### src/rtl/round_sequencer.sv
// Modulus game-round controller: arms/freezes the external seconds counter, enforces the
// per-round time limit, counts rounds and keeps score. Define ROUND_SEQUENCER_BONUS_EN for time bonus.
module round_sequencer #(
    parameter int ROUND_LIMIT = 30,
    parameter int NUM_ROUNDS  = 10
) (
    input  logic       clk,
    input  logic       reset,
    input  logic       start,
    input  logic       pause,
    input  logic       answer_valid,
    input  logic       answer_correct,
    input  logic [9:0] seconds_in,
    output logic       timer_rst_n,
    output logic       timer_stop,
    output logic [3:0] round,
    output logic [7:0] score,
    output logic [9:0] time_left,
    output logic       round_active,
    output logic       timeout_pulse,
    output logic       game_over
);

    typedef enum logic [2:0] {IDLE, ARM, RUN, PAUSE, RESULT, DONE} state_t;

    localparam logic [9:0] LIMIT      = 10'(ROUND_LIMIT);
    localparam logic [3:0] LAST_ROUND = 4'(NUM_ROUNDS);

    state_t     state, state_nx;
    logic [3:0] round_nx;
    logic [7:0] score_nx;
    logic       timeout_nx;
    logic [9:0] remaining;
    logic [8:0] score_sum;
    logic [7:0] score_plus;
    logic       expired;

    always_comb begin
        expired   = (seconds_in >= LIMIT);
        remaining = expired ? 10'd0 : LIMIT - seconds_in;
`ifdef ROUND_SEQUENCER_BONUS_EN
        // Bonus uses the registered time_left, i.e. the time left one cycle before the answer edge.
        score_sum = {1'b0, score} + 9'd1 + 9'(time_left >> 2);
`else
        score_sum = {1'b0, score} + 9'd1;
`endif
        score_plus = score_sum[8] ? 8'hff : score_sum[7:0];
    end

    always_comb begin
        // NOTE: every signal assigned here gets a default first so no path can infer a latch.
        state_nx   = state;
        round_nx   = round;
        score_nx   = score;
        timeout_nx = 1'b0;
        unique case (state)
            IDLE, DONE: begin
                if (start) begin
                    state_nx = ARM;
                    score_nx = 8'd0;
                    round_nx = 4'd1;
                end
            end
            ARM: state_nx = RUN;
            RUN: begin
                // Answer outranks timeout, timeout outranks pause.
                if (answer_valid) begin
                    state_nx = RESULT;
                    if (answer_correct) score_nx = score_plus;
                end else if (expired) begin
                    state_nx   = RESULT;
                    timeout_nx = 1'b1;
                end else if (pause) begin
                    state_nx = PAUSE;
                end
            end
            PAUSE: begin
                if (!pause) state_nx = RUN;
            end
            RESULT: begin
                if (round == LAST_ROUND) begin
                    state_nx = DONE;
                end else begin
                    state_nx = ARM;
                    round_nx = round + 4'd1;
                end
            end
            default: state_nx = IDLE;
        endcase
    end

    // Outputs are registered from the state being entered, so they line up with the state itself.
    always_ff @(posedge clk) begin
        // NOTE: state and output registers use non-blocking assignments so all update together at the edge.
        if (!reset) begin
            state         <= IDLE;
            timer_rst_n   <= 1'b0;
            timer_stop    <= 1'b1;
            round         <= 4'd0;
            score         <= 8'd0;
            time_left     <= 10'd0;
            round_active  <= 1'b0;
            timeout_pulse <= 1'b0;
            game_over     <= 1'b0;
        end else begin
            state         <= state_nx;
            round         <= round_nx;
            score         <= score_nx;
            timeout_pulse <= timeout_nx;
            timer_rst_n   <= !(state_nx inside {IDLE, ARM});
            timer_stop    <= (state_nx != RUN);
            round_active  <= (state_nx == RUN);
            game_over     <= (state_nx == DONE);
            time_left     <= (state_nx inside {RUN, PAUSE}) ? remaining : 10'd0;
        end
    end

endmodule

### config.mk
export PLATFORM = sky130hd
export DESIGN_NAME = round_sequencer
export DESIGN_NICKNAME = d
export VERILOG_FILES = /design/src/rtl/round_sequencer.sv
export SDC_FILE = /design/constraint.sdc
export NUM_CORES = 1
export LEC_CHECK = 0
export ABC_CLOCK_PERIOD_IN_PS = 3150
export CAP_MARGIN = 40
export CORE_MARGIN = 1.5
export CORE_UTILIZATION = 25
export CTS_BUF_LIST = sky130_fd_sc_hd__clkbuf_16
export DETAILED_ROUTE_END_ITERATION = 16
export GPL_ROUTABILITY_DRIVEN = 1
export PLACE_DENSITY = 0.44
export SLEW_MARGIN = 20
export SYNTH_ARGS = -nofsm -noshare
export SYNTH_HDL_FRONTEND = slang
export SYNTH_SLANG_ARGS = --single-unit
### constraint.sdc
create_clock -name clk -period 3.15 [get_ports clk]
set_input_delay 0.315 -clock clk [delete_from_list [all_inputs] [get_ports clk]]
set_output_delay 0.315 -clock clk [all_outputs]
set_load 0.01 [all_outputs]
==> flow_summary.json, run 1 <==
{
  "hpwl_microns": 2671,
  "die_area_sq_um": 6262,
  "dieWidth_microns": 79.13,
  "hold_end": "score[6]",
  "timing.reg2reg.setup_slack_ns": 1.49,
  "tightestPinTransition_ns": 0.5343,
  "placement_stage_cell_area_sq_um": 1917,
  "cp.arrival_ns": 2.28,
  "worst_ir_drop_vdd_mv": 0.1738,
  "start_util": 0.2615,
  "cap_viol_max_count": 0,
  "critical_path.endpoint_type": "flop",
  "leakage_nw": 0.7690,
  "synth_xor_area_frac": 0.03627,
  "synthAdderAreaFrac": 0.04318,
  "synthSimpleGateAreaFrac": 0.2539,
  "globalRouteTotalUtil": 0.1215,
  "asyncSetResetFlopFracSynth": 0,
  "worst_setup_path_startpoint": "seconds_in[0]",
  "yosys.area.top_type": "sky130_fd_sc_hd__dfxtp_1",
  "routed_via_density": 4.799,
  "synth_top_flop_cell": "sky130_fd_sc_hd__dfxtp_1",
  "clock_path_buffers": 2,
  "drc": 0,
  "first_global_vias": 1232,
  "drt_pre_antenna_iters": 4,
  "cts_hold_buffers": 0,
  "routed_wirelength_microns": 3538,
  "layout_common_cells": "sky130_fd_sc_hd__clkdlybuf4s50_1 (42), sky130_fd_sc_hd__dfxtp_1 (30), sky130_fd_sc_hd__nor2_1 (16), sky130_fd_sc_hd__o21ai_0 (11)",
  "r2r_cells": 4,
  "detailedRoute.firstIterationViolations": 43,
  "setup_viol_count_final": 0,
  "tritoncts_num_sinks": 30,
  "startpoint_type": "input pin",
  "netlist_area_sq_um": 1449,
  "insertion_delay_ns": 0.27,
  "antenna_found_initial": 0,
  "combinational_family_with_the_most_area_after_synthesis": "simple AND/OR/NAND/NOR gates",
  "gp_weighted_congestion": 0.7633,
  "areaGrowthSynthToFinish_pct": 42.05,
  "top_ports": 43,
  "worstReg2RegStart": "state[0]",
  "regArea_sq_um": 600.6,
  "timing.critical_path.required_ns": 3.36,
  "grt_pass1_wl_microns": 5871,
  "period_share": 0.6586,
  "cpPeakStageDelay_ns": 0.53,
  "achievable-frequency_ghz": 0.4820,
  "multi_input_area_sq_um": 775.7,
  "path_max_fanout": 8,
  "cts_inserted_buffers": 5,
  "holdCritPathClass": "flop to flop",
  "cts.htree.levels": 2,
  "critical_path_buf_inv_count": 2,
  "vias": 1310,
  "post_synthesis_mux_area_share": 0.02763,
  "clock_tree.root_cell": "sky130_fd_sc_hd__clkbuf_16",
  "finalSetupTns_ns": 0,
  "final_core_util": 0.3715,
  "fillCellCount": 596,
  "post-layout-total-power_mw": 0.9436,
  "fin_nets": 221,
  "detailedPlace.worstSlack_ns": 0.7879,
  "dp.cells": 265,
  "synthTopCellsByArea": "sky130_fd_sc_hd__dfxtp_1 (41%), sky130_fd_sc_hd__ha_1 (4.3%), sky130_fd_sc_hd__nor2_1 (4.1%), sky130_fd_sc_hd__o21ai_0 (3.8%), sky130_fd_sc_hd__a32o_1 (3.5%)",
  "antenna_cells": 0,
  "final_critical_path_setup_slack_ns": 1.075,
  "most_common_cell_after_layout_fill_and_taps_aside": "sky130_fd_sc_hd__clkdlybuf4s50_1",
  "cp_cell_sequence": "clkdlybuf4s50_1 -> inv_1 -> ha_1 -> o2111ai_2 -> and3_4 -> or3b_1 -> nor3_4",
  "hold_viol": 0,
  "power_density_nw_per_um2": 458.5,
  "fp-row-count": 27,
  "avgSynthCellArea_sq_um": 9.288,
  "critPathSlowestCell": "sky130_fd_sc_hd__clkdlybuf4s50_1",
  "globalRouteOverflowTotal": 0,
  "finalNonFillerCells": 273,
  "holdWs_ns": 0.5220,
  "ys.warnings.count": 0,
  "critical_r2r_capture": "score[7]",
  "seq_total_area_yosys": 0.4145,
  "die_y_microns": 79.13,
  "post_cts.repair.setup_buffers": 0,
  "synth_enable_flop_cells": 0,
  "hold_depth": 2,
  "rsz0062_at_grt": "false",
  "cell_count_after_synthesis": 156,
  "crit_type": "input pin to flop",
  "number_of_i_o_port_buffers": 42,
  "summed_area_of_non_filler_cells_in_the_final_layout_sq_um": 2058,
  "synth_compound_area_frac": 0.1693,
  "outcome": "completed",
  "postSynthRegisterBits": 30,
  "synth_top_area_frac": 0.4145,
  "clkTransAtPathRegs_ns": 0.05,
  "maxSlewHeadroom": 0.6427,
  "routed_wire_length_per_instance_microns": 12.96,
  "period_needed_ns": 2.075,
  "yosysUniqueCellTypes": 48,
  "clock_tree_skew_after_final_layout_ns": 0.004481,
  "max_transition_viols_final": 0,
  "cp_top_family": "simple AND/OR/NAND/NOR gates",
  "ant_nets": 0,
  "cts_resized": 0,
  "grt_start_max_net_pins": 14,
  "tritoncts": "done",
  "min_from": "score[6]",
  "design.core.area_sq_um": 5540,
  "post_route_cells_drive_above_1_share": 0.08458
}
-- layout make-up --
| class | instances | share of cell area |
|---|---|---|
| repair buffers | 42 | 0.2043 |
| flip-flops and latches | 30 | 0.2918 |
| clock buffers | 5 | 0.06079 |
| clock inverters | 3 | 0.007903 |
| well taps | 72 | 0.04377 |
| inverters | 8 | 0.01459 |
| multi-input cells | 113 | 0.3769 |
-- how the worst max path moves through the flow --
stage,to,depth (start not counted)
6_report,time_left[9],7
3_3_place_gp,time_left[9],7
3_5_place_dp,time_left[9],7
5_1_grt,time_left[9],7
4_1_cts,time_left[9],7
2_1_floorplan,time_left[9],7
-- report_power, final --
group	total (mW)	leakage (nW)	internal (mW)	switching, mW
clock	0.455	0.0672	0.288	0.167
combinational	0.0925	0.458	0.0490	0.0435
sequential	0.396	0.243	0.387	0.00870
-- worst register-to-register path: cells and delay by family (launching register included) --
kind / cells / cell delay, ns
AO/OA/AOI/OAI: 2 / 0.69
flip-flops: 1 / 0.53
AND/OR/NAND/NOR: 2 / 0.39
-- Yosys cell counts, types with 2 or more instances --
library cell / count
sky130_fd_sc_hd__and3_1: 2
sky130_fd_sc_hd__nand4b_1: 3
sky130_fd_sc_hd__nand2_1: 8
sky130_fd_sc_hd__ha_1: 5
sky130_fd_sc_hd__nand2b_1: 2
sky130_fd_sc_hd__and4_1: 2
sky130_fd_sc_hd__nand3_1: 8
sky130_fd_sc_hd__buf_6: 2
sky130_fd_sc_hd__mux2_4: 2
sky130_fd_sc_hd__nand4_1: 3
sky130_fd_sc_hd__nor2_1: 16
sky130_fd_sc_hd__a21oi_1: 6
sky130_fd_sc_hd__o21ai_0: 11
sky130_fd_sc_hd__inv_1: 8
sky130_fd_sc_hd__nor3_1: 2
sky130_fd_sc_hd__dfxtp_1: 30
sky130_fd_sc_hd__or3_1: 2
sky130_fd_sc_hd__nor2b_1: 3
sky130_fd_sc_hd__o221a_2: 2
sky130_fd_sc_hd__xnor2_1: 5
sky130_fd_sc_hd__nand3b_1: 2
sky130_fd_sc_hd__buf_4: 2
sky130_fd_sc_hd__a32o_1: 5
-- cells by family after synthesis --
| logic type | after synthesis |
|---|---|
| compound gates | 34 |
| xor+xnor | 6 |
| fa+ha+maj | 5 |
| buf+inv | 14 |
| flops | 30 |
| mux | 3 |
| other cells | 1 |
| simple gates | 63 |
-- routing by layer --
| layer | wire (microns) | track usage | up-vias | share of wire |
|---|---|---|---|---|
| li1 | - | - | 652 | - |
| met1 | 1602 | 0.1497 | 614 | 0.45 |
| met2 | 1685 | 0.1872 | 37 | 0.48 |
| met3 | 189 | 0.03793 | 7 | 0.053 |
| met4 | 60 | 0.06667 | 0 | 0.017 |
| met5 | 0 | 0 | - | 0 |
-- flip-flops by register name (all words and copies together), names as in the netlist --
name	flops
game_over	1
round	4
round_active	1
score	8
state	3
time_left	10
timeout_pulse	1
timer_rst_n	1
timer_stop	1
Power figures use the tool's default switching activity.
==> inputs of run 2 (changes only) <==
- ABC_CLOCK_PERIOD_IN_PS: 3150 -> 1800
- PLACE_DENSITY: 0.44 -> 0.45
- clock period: 3.15 -> 1.8 ns (I/O delays scaled with it)
==> run 2 against run 1 <==
  * Sequential power grew 74%
  * Power up 110%
  * Worst hold slack worse by 0.17 ns
  * Critical path type unchanged
  * Sequential cell count unchanged
  * Highest routed layer unchanged
  * Die area stayed put
  * Utilization increased by 3.2 points
==> flow_summary.json, run 2 (synthesis gave the netlist of run 1 again) <==
{
  "start_util": 0.2615,
  "period_needed_ns": 1.673,
  "worst_ir_drop_vdd_mv": 0.4978,
  "grt_start_max_net_pins": 13,
  "cp_cell_sequence": "clkdlybuf4s50_1 -> ha_1 -> o2111ai_2 -> and3_4 -> or3b_4 -> nor3_4",
  "outcome": "completed",
  "die_y_microns": 79.13,
  "insertion_delay_ns": 0.27,
  "leakage_nw": 0.8812,
  "routed_wirelength_microns": 3652,
  "routed_via_density": 4.603,
  "detailedRoute.firstIterationViolations": 50,
  "hold_viol": 0,
  "design.core.area_sq_um": 5540,
  "drt_pre_antenna_iters": 4,
  "largest_reg_flops": 10,
  "period_share": 0.9296,
  "met3_usage": 0.03678,
  "globalRouteOverflowTotal": 0,
  "vias": 1335,
  "globalRouteTotalUtil": 0.1275,
  "path_max_fanout": 8,
  "antenna_found_initial": 0,
  "hpwl_microns": 2843,
  "clock_path_buffers": 2,
  "clock_tree_skew_after_final_layout_ns": 0.003819,
  "post-layout-total-power_mw": 1.954,
  "antenna_cells": 0,
  "achievable-frequency_ghz": 0.5976,
  "use_met2": 0.2094,
  "groute.layer.met1.usage": 0.1573,
  "fp-row-count": 27,
  "clkTransAtPathRegs_ns": 0.05,
  "setup_viol_count_final": 0,
  "fin_nets": 238,
  "post_route_cells_drive_above_1_share": 0.1606,
  "rsz0062_at_grt": "false",
  "layout_common_cells": "sky130_fd_sc_hd__clkdlybuf4s50_1 (41), sky130_fd_sc_hd__dfxtp_1 (30), sky130_fd_sc_hd__buf_4 (17), sky130_fd_sc_hd__nor2_1 (16), sky130_fd_sc_hd__o21ai_0 (11)",
  "cp.arrival_ns": 1.88,
  "routed_wire_length_per_instance_microns": 12.59,
  "grt.busiest_layer": "met2",
  "cpPeakStageDelay_ns": 0.46,
  "first_global_vias": 1339,
  "startpoint_type": "input pin",
  "timing.critical_path.required_ns": 2.00,
  "dieWidth_microns": 79.13,
  "largest-register": "time_left",
  "final_critical_path_setup_slack_ns": 0.1267,
  "critical_path.endpoint_type": "flop",
  "crit_type": "input pin to flop",
  "grt_pass1_wl_microns": 6203,
  "tritoncts": "done",
  "gp_weighted_congestion": 0.8238,
  "most_common_cell_after_layout_fill_and_taps_aside": "sky130_fd_sc_hd__clkdlybuf4s50_1",
  "biggestRegsByFlops": "time_left x10, score x8, round x4",
  "number_of_i_o_port_buffers": 42,
  "top_ports": 43,
  "clock_tree.root_cell": "sky130_fd_sc_hd__clkbuf_16",
  "detailedPlace.worstSlack_ns": -0.3555,
  "ant_nets": 0,
  "cts_resized": 2,
  "die_area_sq_um": 6262,
  "critPathSlowestCell": "sky130_fd_sc_hd__clkdlybuf4s50_1",
  "cap_viol_max_count": 0,
  "drc": 0,
  "holdCritPathClass": "input pin to flop",
  "cts_inserted_buffers": 5,
  "areaGrowthSynthToFinish_pct": 54.23,
  "power_density_nw_per_um2": 874.2,
  "cts.htree.levels": 2,
  "max_transition_viols_final": 0,
  "cts_hold_buffers": 0,
  "tritoncts_num_sinks": 30,
  "post_cts.repair.setup_buffers": 0
}
run 2: cell types whose count changed in the layout (fill, tap and decap cells not counted), sizes merged:
| cell | delta |
|---|---|
| dlygate4sd2 | +1 |
| buf | +17 |
| clkinv | -1 |
| clkdlybuf4s50 | -1 |
| bufinv | +2 |
| clkinvlp | -1 |
run 2: path summary, 6_finish.rpt:
kind / startpoint / end / slack, ns / cells after the start
worst min-delay path: seconds_in[0] / time_left[0] / 0.35 / 3
worst max-delay path: seconds_in[1] / time_left[9] / 0.13 / 6
worst min register to register: score[6] / score[6] / 0.51 / 2
worst max register to register: round[0] / round[3] / 0.21 / 6
run 2: where the power goes:
group / switching (mW) / total (mW) / internal (mW) / leakage [nW]
clock: 0.287 / 1.07 / 0.787 / 0.0915
sequential: 0.0133 / 0.691 / 0.678 / 0.243
combinational: 0.0832 / 0.188 / 0.105 / 0.546
total: 0.384 / 1.95 / 1.57 / 0.881
run 2: layout make-up:
cell class              count  area (sq um)
fillers                   559          3306
multi-input cells         113         778.2
flip-flops and latches     30         600.6
repair buffers             59         546.8
clock buffers               5         125.1
well taps                  72         90.09
clock inverters             3         63.81
inverters                   8         30.03
run 2: metal layers:
layer,wire (microns),up-vias
met4,55,0
li1,-,681
met3,147,7
met1,1706,618
met5,0,-
met2,1742,29
run 2: worst max-delay path: cells and delay by family:
family / cells / cell delay (ns)
compound gates: 1 / 0.22
fa+ha+maj: 1 / 0.22
buf+inv: 1 / 0.46
simple gates: 3 / 0.80
run 2: stage by stage:
stage                     cells  hold WS [ns]  setup TNS (ns)  area (sq um)  utilization
final                       290        0.3479               0          2235       0.4033
after global routing        290        0.3675               0          2235       0.4033
after CTS                   290        0.3398               0          2235       0.4033
after detailed placement    282        0.5116          -2.536          2044       0.3690
after global placement      282        0.4898          -2.049          2044       0.3690
after floorplan             157        0.2587               0          1453            -
